==> src/rtl/fpu_issue_ctrl_pkg.sv <==
// Shared definitions for the FP issue/writeback scheduler.
// Contents: exec_type opcode enum, default unit latencies, the writeback
// slot record fp_slot_t, and is_fp_op() which tells FP ops from the rest.
package fpu_issue_ctrl_pkg;

  typedef enum logic [3:0] {
    ENop    = 4'd0,
    EAdd    = 4'd1,
    ESub    = 4'd2,
    ERshift = 4'd3,
    ELshift = 4'd4,
    EFadd   = 4'd5,
    EFsub   = 4'd6,
    EFmul   = 4'd7,
    EFdiv   = 4'd8,
    EFsqrt  = 4'd9,
    EFtoi   = 4'd10,
    EItof   = 4'd11
  } exec_type;

  localparam int FP_TAG_W      = 5;
  localparam int DEF_FADD_LAT  = 4;
  localparam int DEF_FMUL_LAT  = 3;
  localparam int DEF_FDIV_LAT  = 12;
  localparam int DEF_FSQRT_LAT = 16;
  localparam int DEF_CVT_LAT   = 2;

  typedef struct packed {
    logic                v;
    exec_type            op;
    logic [FP_TAG_W-1:0] tag;
  } fp_slot_t;

  function automatic logic is_fp_op(exec_type op);
    return op inside {EFadd, EFsub, EFmul, EFdiv, EFsqrt, EFtoi, EItof};
  endfunction

endpackage

==> src/rtl/fpu_wb_ring.sv <==
// Latency-indexed writeback reservation ring.
// slot[k] holds the op whose result reaches the writeback port k cycles
// from now. The ring shifts toward slot[0] every cycle; a write overrides
// the shift for its slot. flush clears every slot at the clock edge.
// Ports:
//   clk, rst            clock, async active-high reset
//   flush               clear all slots at the edge
//   wr_en/wr_idx        reserve slot wr_idx with {wr_op, wr_tag}
//   look_idx/look_busy  pre-shift occupancy of slot look_idx
//                       (indices >= MAX_LAT read as empty)
//   head_*              contents of slot[0] (writeback this cycle)
//   any_pending         some slot is occupied
module fpu_wb_ring
  import fpu_issue_ctrl_pkg::*;
#(
  parameter int MAX_LAT = 16,
  parameter int TAG_W   = 5
) (
  input  logic             clk,
  input  logic             rst,
  input  logic             flush,
  input  logic             wr_en,
  input  logic [4:0]       wr_idx,
  input  exec_type         wr_op,
  input  logic [TAG_W-1:0] wr_tag,
  input  logic [4:0]       look_idx,
  output logic             look_busy,
  output logic             head_v,
  output exec_type         head_op,
  output logic [TAG_W-1:0] head_tag,
  output logic             any_pending
);

  logic [MAX_LAT-1:0] v;
  exec_type           op  [MAX_LAT];
  logic [TAG_W-1:0]   tag [MAX_LAT];

  // One extra always-empty entry above the top slot, so the shift is
  // uniform for every k including the topmost.
  logic [MAX_LAT:0]   ext_v;
  exec_type           ext_op  [MAX_LAT+1];
  logic [TAG_W-1:0]   ext_tag [MAX_LAT+1];

  always_comb begin
    ext_v = {1'b0, v};
    for (int k = 0; k < MAX_LAT; k++) begin
      ext_op[k]  = op[k];
      ext_tag[k] = tag[k];
    end
    ext_op[MAX_LAT]  = ENop;
    ext_tag[MAX_LAT] = '0;
  end

  always_ff @(posedge clk or posedge rst) begin
    if (rst) begin
      for (int k = 0; k < MAX_LAT; k++) begin
        v[k]   <= 1'b0;
        op[k]  <= ENop;
        tag[k] <= '0;
      end
    end else if (flush) begin
      for (int k = 0; k < MAX_LAT; k++) begin
        v[k]   <= 1'b0;
        op[k]  <= ENop;
        tag[k] <= '0;
      end
    end else begin
      for (int k = 0; k < MAX_LAT; k++) begin
        if (wr_en && (wr_idx == 5'(k))) begin
          v[k]   <= 1'b1;
          op[k]  <= wr_op;
          tag[k] <= wr_tag;
        end else begin
          v[k]   <= ext_v[k+1];
          op[k]  <= ext_op[k+1];
          tag[k] <= ext_tag[k+1];
        end
      end
    end
  end

  always_comb begin
    look_busy = 1'b0;
    for (int k = 0; k < MAX_LAT; k++) begin
      if (look_idx == 5'(k)) look_busy = v[k];
    end
  end

  assign head_v      = v[0];
  assign head_op     = op[0];
  assign head_tag    = tag[0];
  assign any_pending = |v;

endmodule

==> src/rtl/fpu_issue_ctrl.sv <==
// FP issue/writeback scheduler. Accepts one decoded op per cycle, pulses
// the matching unit start, and reserves the single FP writeback port in
// a latency-indexed ring so no two results land in the same cycle.
// Optional feature: define FPU_STALL_CNT_EN to add the 32-bit stall_cnt
// output (cycles with in_valid & !in_ready & !flush).
// Ports:
//   clk, rst                   clock, async active-high reset
//   in_valid/in_ready          op handshake; in_ready depends on in_op
//   in_op, in_tag              exec_type and destination tag
//   flush                      kill everything in flight
//   start_add/add_sub          adder start, 0=add 1=sub
//   start_mul                  multiplier start
//   start_div/div_sqrt         div/sqrt start, 0=div 1=sqrt
//   start_cvt/cvt_dir          converter start, 0=ftoi 1=itof
//   wb_valid/wb_op/wb_tag      result due on the writeback port
//   busy                       slot pending or div/sqrt unit busy
//   illegal                    pulse after a non-FP op was consumed
//   stall_cnt                  only with FPU_STALL_CNT_EN
module fpu_issue_ctrl
  import fpu_issue_ctrl_pkg::*;
#(
  parameter int TAG_W     = FP_TAG_W,
  parameter int FADD_LAT  = DEF_FADD_LAT,
  parameter int FMUL_LAT  = DEF_FMUL_LAT,
  parameter int FDIV_LAT  = DEF_FDIV_LAT,
  parameter int FSQRT_LAT = DEF_FSQRT_LAT,
  parameter int CVT_LAT   = DEF_CVT_LAT
) (
  input  logic             clk,
  input  logic             rst,
  input  logic             in_valid,
  output logic             in_ready,
  input  exec_type         in_op,
  input  logic [TAG_W-1:0] in_tag,
  input  logic             flush,
  output logic             start_add,
  output logic             add_sub,
  output logic             start_mul,
  output logic             start_div,
  output logic             div_sqrt,
  output logic             start_cvt,
  output logic             cvt_dir,
  output logic             wb_valid,
  output exec_type         wb_op,
  output logic [TAG_W-1:0] wb_tag,
  output logic             busy,
  output logic             illegal
`ifdef FPU_STALL_CNT_EN
  ,
  output logic [31:0]      stall_cnt
`endif
);

  localparam int MAX_A   = (FADD_LAT > FMUL_LAT) ? FADD_LAT : FMUL_LAT;
  localparam int MAX_B   = (FDIV_LAT > FSQRT_LAT) ? FDIV_LAT : FSQRT_LAT;
  localparam int MAX_AB  = (MAX_A > MAX_B) ? MAX_A : MAX_B;
  localparam int MAX_LAT = (MAX_AB > CVT_LAT) ? MAX_AB : CVT_LAT;

  logic       fp_op;
  logic       is_divsqrt;
  logic [4:0] op_lat;
  logic       look_busy;
  logic       accept;
  logic       any_pending;
  logic [4:0] div_cnt;

  assign fp_op      = is_fp_op(in_op);
  assign is_divsqrt = (in_op == EFdiv) || (in_op == EFsqrt);

  always_comb begin
    case (in_op)
      EFadd, EFsub: op_lat = 5'(FADD_LAT);
      EFmul:        op_lat = 5'(FMUL_LAT);
      EFdiv:        op_lat = 5'(FDIV_LAT);
      EFsqrt:       op_lat = 5'(FSQRT_LAT);
      EFtoi, EItof: op_lat = 5'(CVT_LAT);
      default:      op_lat = 5'd1;
    endcase
  end

  // Non-FP ops are simply consumed; FP ops need their writeback slot free
  // and, for div/sqrt, the iterative unit idle. flush blocks everything.
  always_comb begin
    in_ready = 1'b0;
    if (in_valid && !flush) begin
      if (!fp_op) in_ready = 1'b1;
      else        in_ready = !look_busy && !(is_divsqrt && (div_cnt != 5'd0));
    end
    accept = in_ready && fp_op;
  end

  fpu_wb_ring #(
    .MAX_LAT (MAX_LAT),
    .TAG_W   (TAG_W)
  ) u_ring (
    .clk         (clk),
    .rst         (rst),
    .flush       (flush),
    .wr_en       (accept),
    .wr_idx      (op_lat - 5'd1),
    .wr_op       (in_op),
    .wr_tag      (in_tag),
    .look_idx    (op_lat),
    .look_busy   (look_busy),
    .head_v      (wb_valid),
    .head_op     (wb_op),
    .head_tag    (wb_tag),
    .any_pending (any_pending)
  );

  // The shared div/sqrt unit is non-pipelined: hold off the next
  // div/sqrt until L cycles after the previous accept.
  always_ff @(posedge clk or posedge rst) begin
    if (rst)                      div_cnt <= 5'd0;
    else if (flush)               div_cnt <= 5'd0;
    else if (accept && is_divsqrt) div_cnt <= op_lat - 5'd1;
    else if (div_cnt != 5'd0)     div_cnt <= div_cnt - 5'd1;
  end

  // Start pulses and qualifiers are registered one cycle after accept;
  // qualifiers are only meaningful alongside their start.
  always_ff @(posedge clk or posedge rst) begin
    if (rst) begin
      start_add <= 1'b0;
      add_sub   <= 1'b0;
      start_mul <= 1'b0;
      start_div <= 1'b0;
      div_sqrt  <= 1'b0;
      start_cvt <= 1'b0;
      cvt_dir   <= 1'b0;
      illegal   <= 1'b0;
    end else begin
      start_add <= accept && ((in_op == EFadd) || (in_op == EFsub));
      add_sub   <= accept && (in_op == EFsub);
      start_mul <= accept && (in_op == EFmul);
      start_div <= accept && is_divsqrt;
      div_sqrt  <= accept && (in_op == EFsqrt);
      start_cvt <= accept && ((in_op == EFtoi) || (in_op == EItof));
      cvt_dir   <= accept && (in_op == EItof);
      illegal   <= in_ready && !fp_op;
    end
  end

  assign busy = any_pending || (div_cnt != 5'd0);

`ifdef FPU_STALL_CNT_EN
  always_ff @(posedge clk or posedge rst) begin
    if (rst)                               stall_cnt <= 32'd0;
    else if (in_valid && !in_ready && !flush) stall_cnt <= stall_cnt + 32'd1;
  end
`endif

endmodule

==> config.mk <==
export PLATFORM = sky130hd
export DESIGN_NAME = fpu_issue_ctrl
export DESIGN_NICKNAME = d
export VERILOG_FILES = /design/src/rtl/fpu_issue_ctrl_pkg.sv /design/src/rtl/fpu_wb_ring.sv /design/src/rtl/fpu_issue_ctrl.sv
export SDC_FILE = /design/constraint.sdc
export NUM_CORES = 1
export LEC_CHECK = 0
export ABC_AREA = 1
export CAP_MARGIN = 20
export CORE_MARGIN = 2
export CORE_UTILIZATION = 55
export DETAILED_ROUTE_END_ITERATION = 6
export MAX_ROUTING_LAYER = met4
export PLACE_DENSITY = 0.85
export SKIP_LAST_GASP = 1
export SYNTH_ARGS = -nofsm -noshare
export SYNTH_HDL_FRONTEND = slang
export SYNTH_SLANG_ARGS = --single-unit
==> constraint.sdc <==
create_clock -name clk -period 9.62 [get_ports clk]
set_clock_uncertainty 0.1 [all_clocks]
set_input_delay 2.886 -clock clk [delete_from_list [all_inputs] [get_ports clk]]
set_output_delay 2.886 -clock clk [all_outputs]
set_load 0.1 [all_outputs]
==> flow_metrics.tcl, run 1 <==
set metrics [dict create \
    slew_headroom_pct 31.6 \
    hold_buffers 0 \
    worstSetupPathType "in -> out" \
    grt_max_degree 105 \
    ant_nets 0 \
    synth_compound_area_share_pct 9.32 \
    clock-sinks 173 \
    setup_viol 0 \
    cts_setup_buffers 0 \
    synth_cell_types 32 \
    avgSynthCellArea_um2 9.29 \
    fin_crit_sh_pct 94.5 \
    coreArea_mm2 0.0138 \
    startpoint_type "input pin" \
    post-route-util_pct 62.7 \
    wirelength_um 17400 \
    netlist_area_mm2 0.00772 \
    ir_drop_v 0.000144 \
    drtIter0Drc 603 \
    overflow 0 \
    cts_made_buffers 17 \
    clkLatencyLatePin_ns 0.43 \
    io_pins 33 \
    drc_errors 0 \
    antenna_found_initial 0 \
    die_w_um 122 \
    hold_viol_final 0 \
    clk_pin_slew_ns 0.06 \
    p_per_area_mw_per_mm2 195 \
    async_reset_ff_share_pct 100 \
    crit_path_max_fanout 11 \
    final_cell_mix "173 x dfrtp_1, 170 x nand2_1, 131 x a21oi_1" \
    leakage_nw 3.73 \
    slowest_delay_ns 0.47 \
    place_hpwl_um 10600 \
    drt_first_pass_iters 5 \
    end_kind "output pin" \
    rsz0062_at_grt "no" \
    cp.arrival_ns 6.10 \
    synth_top_flop_cell "dfrtp_1" \
    cts_tree "done" \
    die-area_mm2 0.0150 \
    cp_slowest_cell "clkdlybuf4s50_1" \
    num_vias 6080 \
    syn_inst 831 \
    final_nets 847 \
    placedInstanceArea_mm2 0.00803 \
    synthAdderAreaFrac_pct 0.972 \
    area_growth_syn_to_layout_pct 11.8 \
    cts_buffer_depth 2 \
    grt_pass1_vias 5974 \
    final_area_mm2 0.00863 \
    start_util_pct 56.1 \
    vias_per_cell 5.96 \
    drive_gt1_share_pct 9.76 \
    post_drt_wl_per_cell_um 17.1 \
    seq_area_frac_synth_pct 56.1 \
    fin_crit_ns 9.09 \
    crit_required_ns 6.63 \
    grtUsageTotal_pct 26.0 \
    hp-class "reg -> reg" \
    synth_top_family_by_area "simple AND/OR/NAND/NOR gates" \
    synth_edf_count 0 \
    fmax_mhz 110 \
    outcome "complete, no violations" \
    cts.root.buffer_cell "clkbuf_16" \
    cap_violations 0 \
    cpMostUsedCell "nand2_1" \
    htreeDepth 4 \
    tightest_slew_ns 1.03 \
    port_buffers 32 \
    finalMaxSlewViolations 0 \
    grt_first_pass_wirelength_um 29300 \
    nFillCells 1101 \
    gp_congestion 0.894 \
    muxShareOfSynthArea_pct 0 \
    r2r_slack_ns 6.48 \
    placementRows 43 \
    diodes 0 \
    die_h_um 122 \
    layout_commonest_cell "dfrtp_1" \
    synthXorXnorAreaFrac_pct 0.227 \
    ys_warn_count 0 \
    synthSimpleGateAreaFrac_pct 26.1 \
    cts_resized 0 \
    fin_tns_setup_ns 0 \
    synth_seq_cells 173 \
]
[critical path: cells and delay by family]
kind,cells,cell delay [ns]
buffers and inverters,9,1.54
AO/OA/AOI/OAI,2,0.28
adder cells (fa/ha/maj),1,0.30
AND/OR/NAND/NOR,14,1.07
[per-stage QoR]
stage | hold slack, ns | instances | setup WS (ns) | power (mW)
finish | 0.371 | 1020 | 0.532 | 1.68
global route | 0.401 | 1020 | 0.252 | 1.75
CTS | 0.371 | 1020 | 0.576 | 1.69
detailed placement | 0.361 | 989 | 0.583 | 0.991
global placement | 0.354 | 989 | 0.693 | 0.986
floorplan | 0.349 | 832 | 0.192 | 0.940
[Yosys cell counts, types with 8 or more instances]
library cell  number  area share, %
a21oi_1          131            8.5
buf_2              8           0.52
buf_4             17            1.7
clkbuf_1          37            1.8
dfrtp_1          173             56
inv_1             55            2.7
nand2_1          170            8.3
nand3_1            9           0.58
nand4_1          113            9.2
nand4_4            8            2.2
nor2_1            44            2.1
nor2_2            11           0.89
[report_power, final]
part	leakage (nW)	internal (mW)	total, mW	switching, mW
registers	2.40	0.740	0.747	0.00656
clock network	0.300	0.433	0.703	0.270
logic	1.03	0.0529	0.232	0.179
total	3.73	1.23	1.68	0.456
[layout make-up]
cell class | count | area [µm²] | area share, %
clock buffers | 24 | 492 | 5.70
clock inverters | 7 | 110 | 1.28
inverters | 64 | 246 | 2.86
multi-input cells | 531 | 2830 | 32.8
flip-flops and latches | 173 | 4330 | 50.2
well taps | 180 | 225 | 2.61
repair buffers | 41 | 395 | 4.58
[flip-flops by register name (all words and copies together), names as in the netlist]
| name | count |
|---|---|
| div_sqrt | 1 |
| u_ring.v | 16 |
| u_ring.head_op | 4 |
| start_mul | 1 |
| div_cnt | 5 |
| start_cvt | 1 |
| cvt_dir | 1 |
| add_sub | 1 |
| u_ring.ext_tag | 75 |
| start_div | 1 |
| u_ring.ext_op | 60 |
| u_ring.head_tag | 5 |
| illegal | 1 |
| start_add | 1 |
[cells by family after synthesis]
logic type                 count (synthesis)
AOI/OAI and AO/OA                        141
xor gates and xnor gates                   2
adders and majority gates                  6
buffers and inverters                    128
DFF                                      173
other                                      1
and+or+nand+nor                          380
[per-layer routing]
layer | part of all wire [%] | vias up | track usage, %
met2 | 51 | 237 | 41.8
met4 | 2.2 | 0 | 9.84
li1 | - | 2809 | -
met1 | 41 | 2998 | 32.7
met3 | 5.7 | 36 | 5.44
met5 | 0 | - | -
[final timing paths]
check,cells past startpoint,endpoint,from
max,26,in_ready,in_op[1]
min,2,u_ring.ext_op[29]$_DFF_PP0_,u_ring.ext_op[25]$_DFF_PP0_
max reg2reg,14,u_ring.ext_tag[5]$_DFF_PP0_,div_cnt[0]$_DFFE_PP0P_
min reg2reg,2,u_ring.ext_op[29]$_DFF_PP0_,u_ring.ext_op[25]$_DFF_PP0_
max in group asynchronous,3,u_ring.ext_op[47]$_DFF_PP0_,rst
min in group asynchronous,2,u_ring.ext_op[7]$_DFF_PP0_,rst
No activity file was read; power rests on OpenSTA's default activity.
==> inputs of run 2 (changes only) <==
ABC_CLOCK_PERIOD_IN_PS = 9620   (was not set)
SYNTH_HIERARCHICAL = 1   (was not set)
==> run 2 against run 1 <==
Non-clock buffer count is 2 lower; area after synthesis is 3.8% lower; sequential cell count stayed put; register-to-register slack better by 0.13 ns; via count is 4.7% lower; first-iteration DRC count is 41% higher; total power is 1.9% lower; largest power group unchanged; fmax is 0.43% lower; largest cell class unchanged; sequential share of layout area is 2.0 points higher; hold slack better by 0.023 ns; synthesized cell count is 2.3% lower; highest routed layer unchanged; global-route usage is 1.5 points lower.
==> flow_metrics.tcl, run 2 <==
set metrics [dict create \
    outcome "complete, no violations" \
    placementRows 42 \
    setup_viol 0 \
    crit_required_ns 6.63 \
    synth_seq_cells 173 \
    antenna_found_initial 0 \
    hold_path_startpoint "u_ring/ext_op[53]$_DFF_PP0_" \
    grt_max_degree 96 \
    hold_viol_final 0 \
    synth_top_area_share_pct 58.3 \
    synth_cell_types 32 \
    wirelength_um 16500 \
    ir_drop_v 0.000139 \
    r2r-start "u_ring/v[13]$_DFF_PP0_" \
    diodes 0 \
    cap_violations 0 \
    fin_crit_sh_pct 94.9 \
    clkLatencyLatePin_ns 0.41 \
    grtUsageTotal_pct 24.5 \
    final_area_mm2 0.00831 \
    synth_edf_count 0 \
    gp_congestion 0.868 \
    slew_headroom_pct 31.2 \
    r2r_slack_ns 6.61 \
    r2r-end "u_ring/ext_op[63]$_DFF_PP0_" \
    startpoint_type "input pin" \
    num_vias 5794 \
    fin_crit_ns 9.13 \
    yosys.area.top_type "dfrtp_1" \
    clock-sinks 173 \
    ys_top_cells_by_area "dfrtp_1 58%, a21oi_1 9.8%, o21ai_0 5.5%" \
    io_pins 33 \
    tightest_slew_ns 1.03 \
    cts_resized 0 \
    ff2ff_path_depth 16 \
    htreeDepth 4 \
    finalMaxSlewViolations 0 \
    vias_per_cell 5.79 \
    cp.arrival_ns 6.14 \
    area_growth_syn_to_layout_pct 11.8 \
    whs_path_depth 2 \
    drtIter0Drc 848 \
    synth_fp_nets 828 \
    fin_tns_setup_ns 0 \
    p_per_area_mw_per_mm2 199 \
    hp-class "reg -> reg" \
    fmax_mhz 110 \
    largest_reg_flops 75 \
    layout_commonest_cell "dfrtp_1" \
    dp_slack_ns 0.674 \
    die-area_mm2 0.0144 \
    cts_tree "done" \
    drc_errors 0 \
    final_nets 829 \
    hold_end "u_ring/ext_op[57]$_DFF_PP0_" \
    hold_buffers 0 \
    overflow 0 \
    synth_most_common_cell "dfrtp_1" \
    p_total_mw 1.65 \
    clk_pin_slew_ns 0.06 \
    cts.root.buffer_cell "clkbuf_16" \
    coreArea_mm2 0.0132 \
    ys_warn_count 6 \
    grt_first_pass_wirelength_um 27200 \
    drive_gt1_share_pct 10.2 \
    final_cell_mix "173 x dfrtp_1, 145 x a21oi_1, 105 x nand2_1" \
    syn_inst 812 \
    post_drt_wl_per_cell_um 16.5 \
    place_hpwl_um 10200 \
    ant_nets 0 \
    seq_area_frac_synth_pct 58.3 \
    port_buffers 32 \
    cts_setup_buffers 0 \
    cts_buffer_depth 2 \
    grt_pass1_vias 5500 \
    die_h_um 120 \
    synth_top_flop_cell "dfrtp_1" \
    leakage_nw 3.81 \
    end_kind "output pin" \
    rsz0062_at_grt "no" \
    placedInstanceArea_mm2 0.00774 \
    avgSynthCellArea_um2 9.15 \
    die_w_um 120 \
    netlist_area_mm2 0.00743 \
    drt_first_pass_iters 6 \
    worstSetupPathType "in -> out" \
    nFillCells 1011 \
    yosys-top-cells-count "173 x dfrtp_1, 145 x a21oi_1, 105 x nand2_1" \
    crit_path_max_fanout 11 \
    start_util_pct 56.3 \
    worst_slack_ns 0.492 \
    cts_made_buffers 17 \
    async_reset_ff_share_pct 100 \
]
run 2: changes by cell type after synthesis, moves of 8 or more:
cell,previous run,this run
o21ai_0,5,81
nand3_1,9,76
nand2_2,4,15
clkbuf_1,37,21
a21oi_1,131,145
inv_1,55,70
nand4_4,8,0
buf_1,1,9
nand2_1,170,105
nand4_1,113,3
run 2: worst max-delay path, stage by stage:
cell and delay, ns:
clkdlybuf4s50_1 0.77, inv_1 0.18, nor2_2 0.21, nand3_2 0.17, nand2_1 0.27, inv_1 0.21, inv_1 0.24, nand2_1 0.12
nand3_1 0.09, nand2_1 0.05, nand2_1 0.05, nand3_1 0.06, nand3_1 0.07, nand3_1 0.10, nor2_2 0.18, o21ai_1 0.14
o21ai_2 0.13, buf_12 0.21
run 2: where the power goes:
group	switching, mW	internal (mW)
Combinational	0.176	0.0636
Sequential	0.00907	0.743
Clock	0.271	0.388
run 2: kinds of logic (layout without fill, tap and decap cells):
family	Yosys count	count (layout)	synth area share [%]
DFF	173	173	58.3
adders and majority gates	3	3	0.505
xor gates and xnor gates	2	2	0.236
and+or+nand+nor	265	265	17.3
AOI/OAI and AO/OA	231	231	15.7
buffers and inverters	138	150	7.99
run 2: stage by stage:
stage / hold slack (ns) / std cells / util (%)
after global routing: 0.404 / 1000 / 63.0
after CTS: 0.392 / 1000 / 63.0
after detailed placement: 0.382 / 970 / 58.7
final: 0.393 / 1000 / 63.0
after global placement: 0.371 / 970 / 58.7
after floorplan: 0.369 / 812 / -
run 2: cell type report:
type / count / area, µm² / area share (%)
repair buffers: 39 / 378 / 4.55
inverters: 81 / 310 / 3.74
well taps: 176 / 220 / 2.65
flip-flops and latches: 173 / 4330 / 52.1
multi-input cells: 501 / 2500 / 30.2
clock inverters: 9 / 113 / 1.36
clock buffers: 21 / 450 / 5.42
run 2: worst max path at each step:
stage	startpoint	endpoint	slack [ns]	cells past startpoint
floorplan	in_op[1]	in_ready	1.71	18
global placement	in_op[2]	in_ready	0.81	18
detailed placement	in_op[0]	in_ready	0.67	18
CTS	in_op[2]	in_ready	0.55	18
global route	in_op[2]	in_ready	0.21	18
finish	in_op[2]	in_ready	0.49	18
run 2: routing by layer:
layer,wire [µm],share of wire (%),track usage [%],up-vias
met5,0,0,-,-
met4,325,2.0,8.90,0
met3,1100,6.7,5.61,42
met2,8140,49,37.7,254
met1,6890,42,32.4,2832
li1,-,-,-,2666
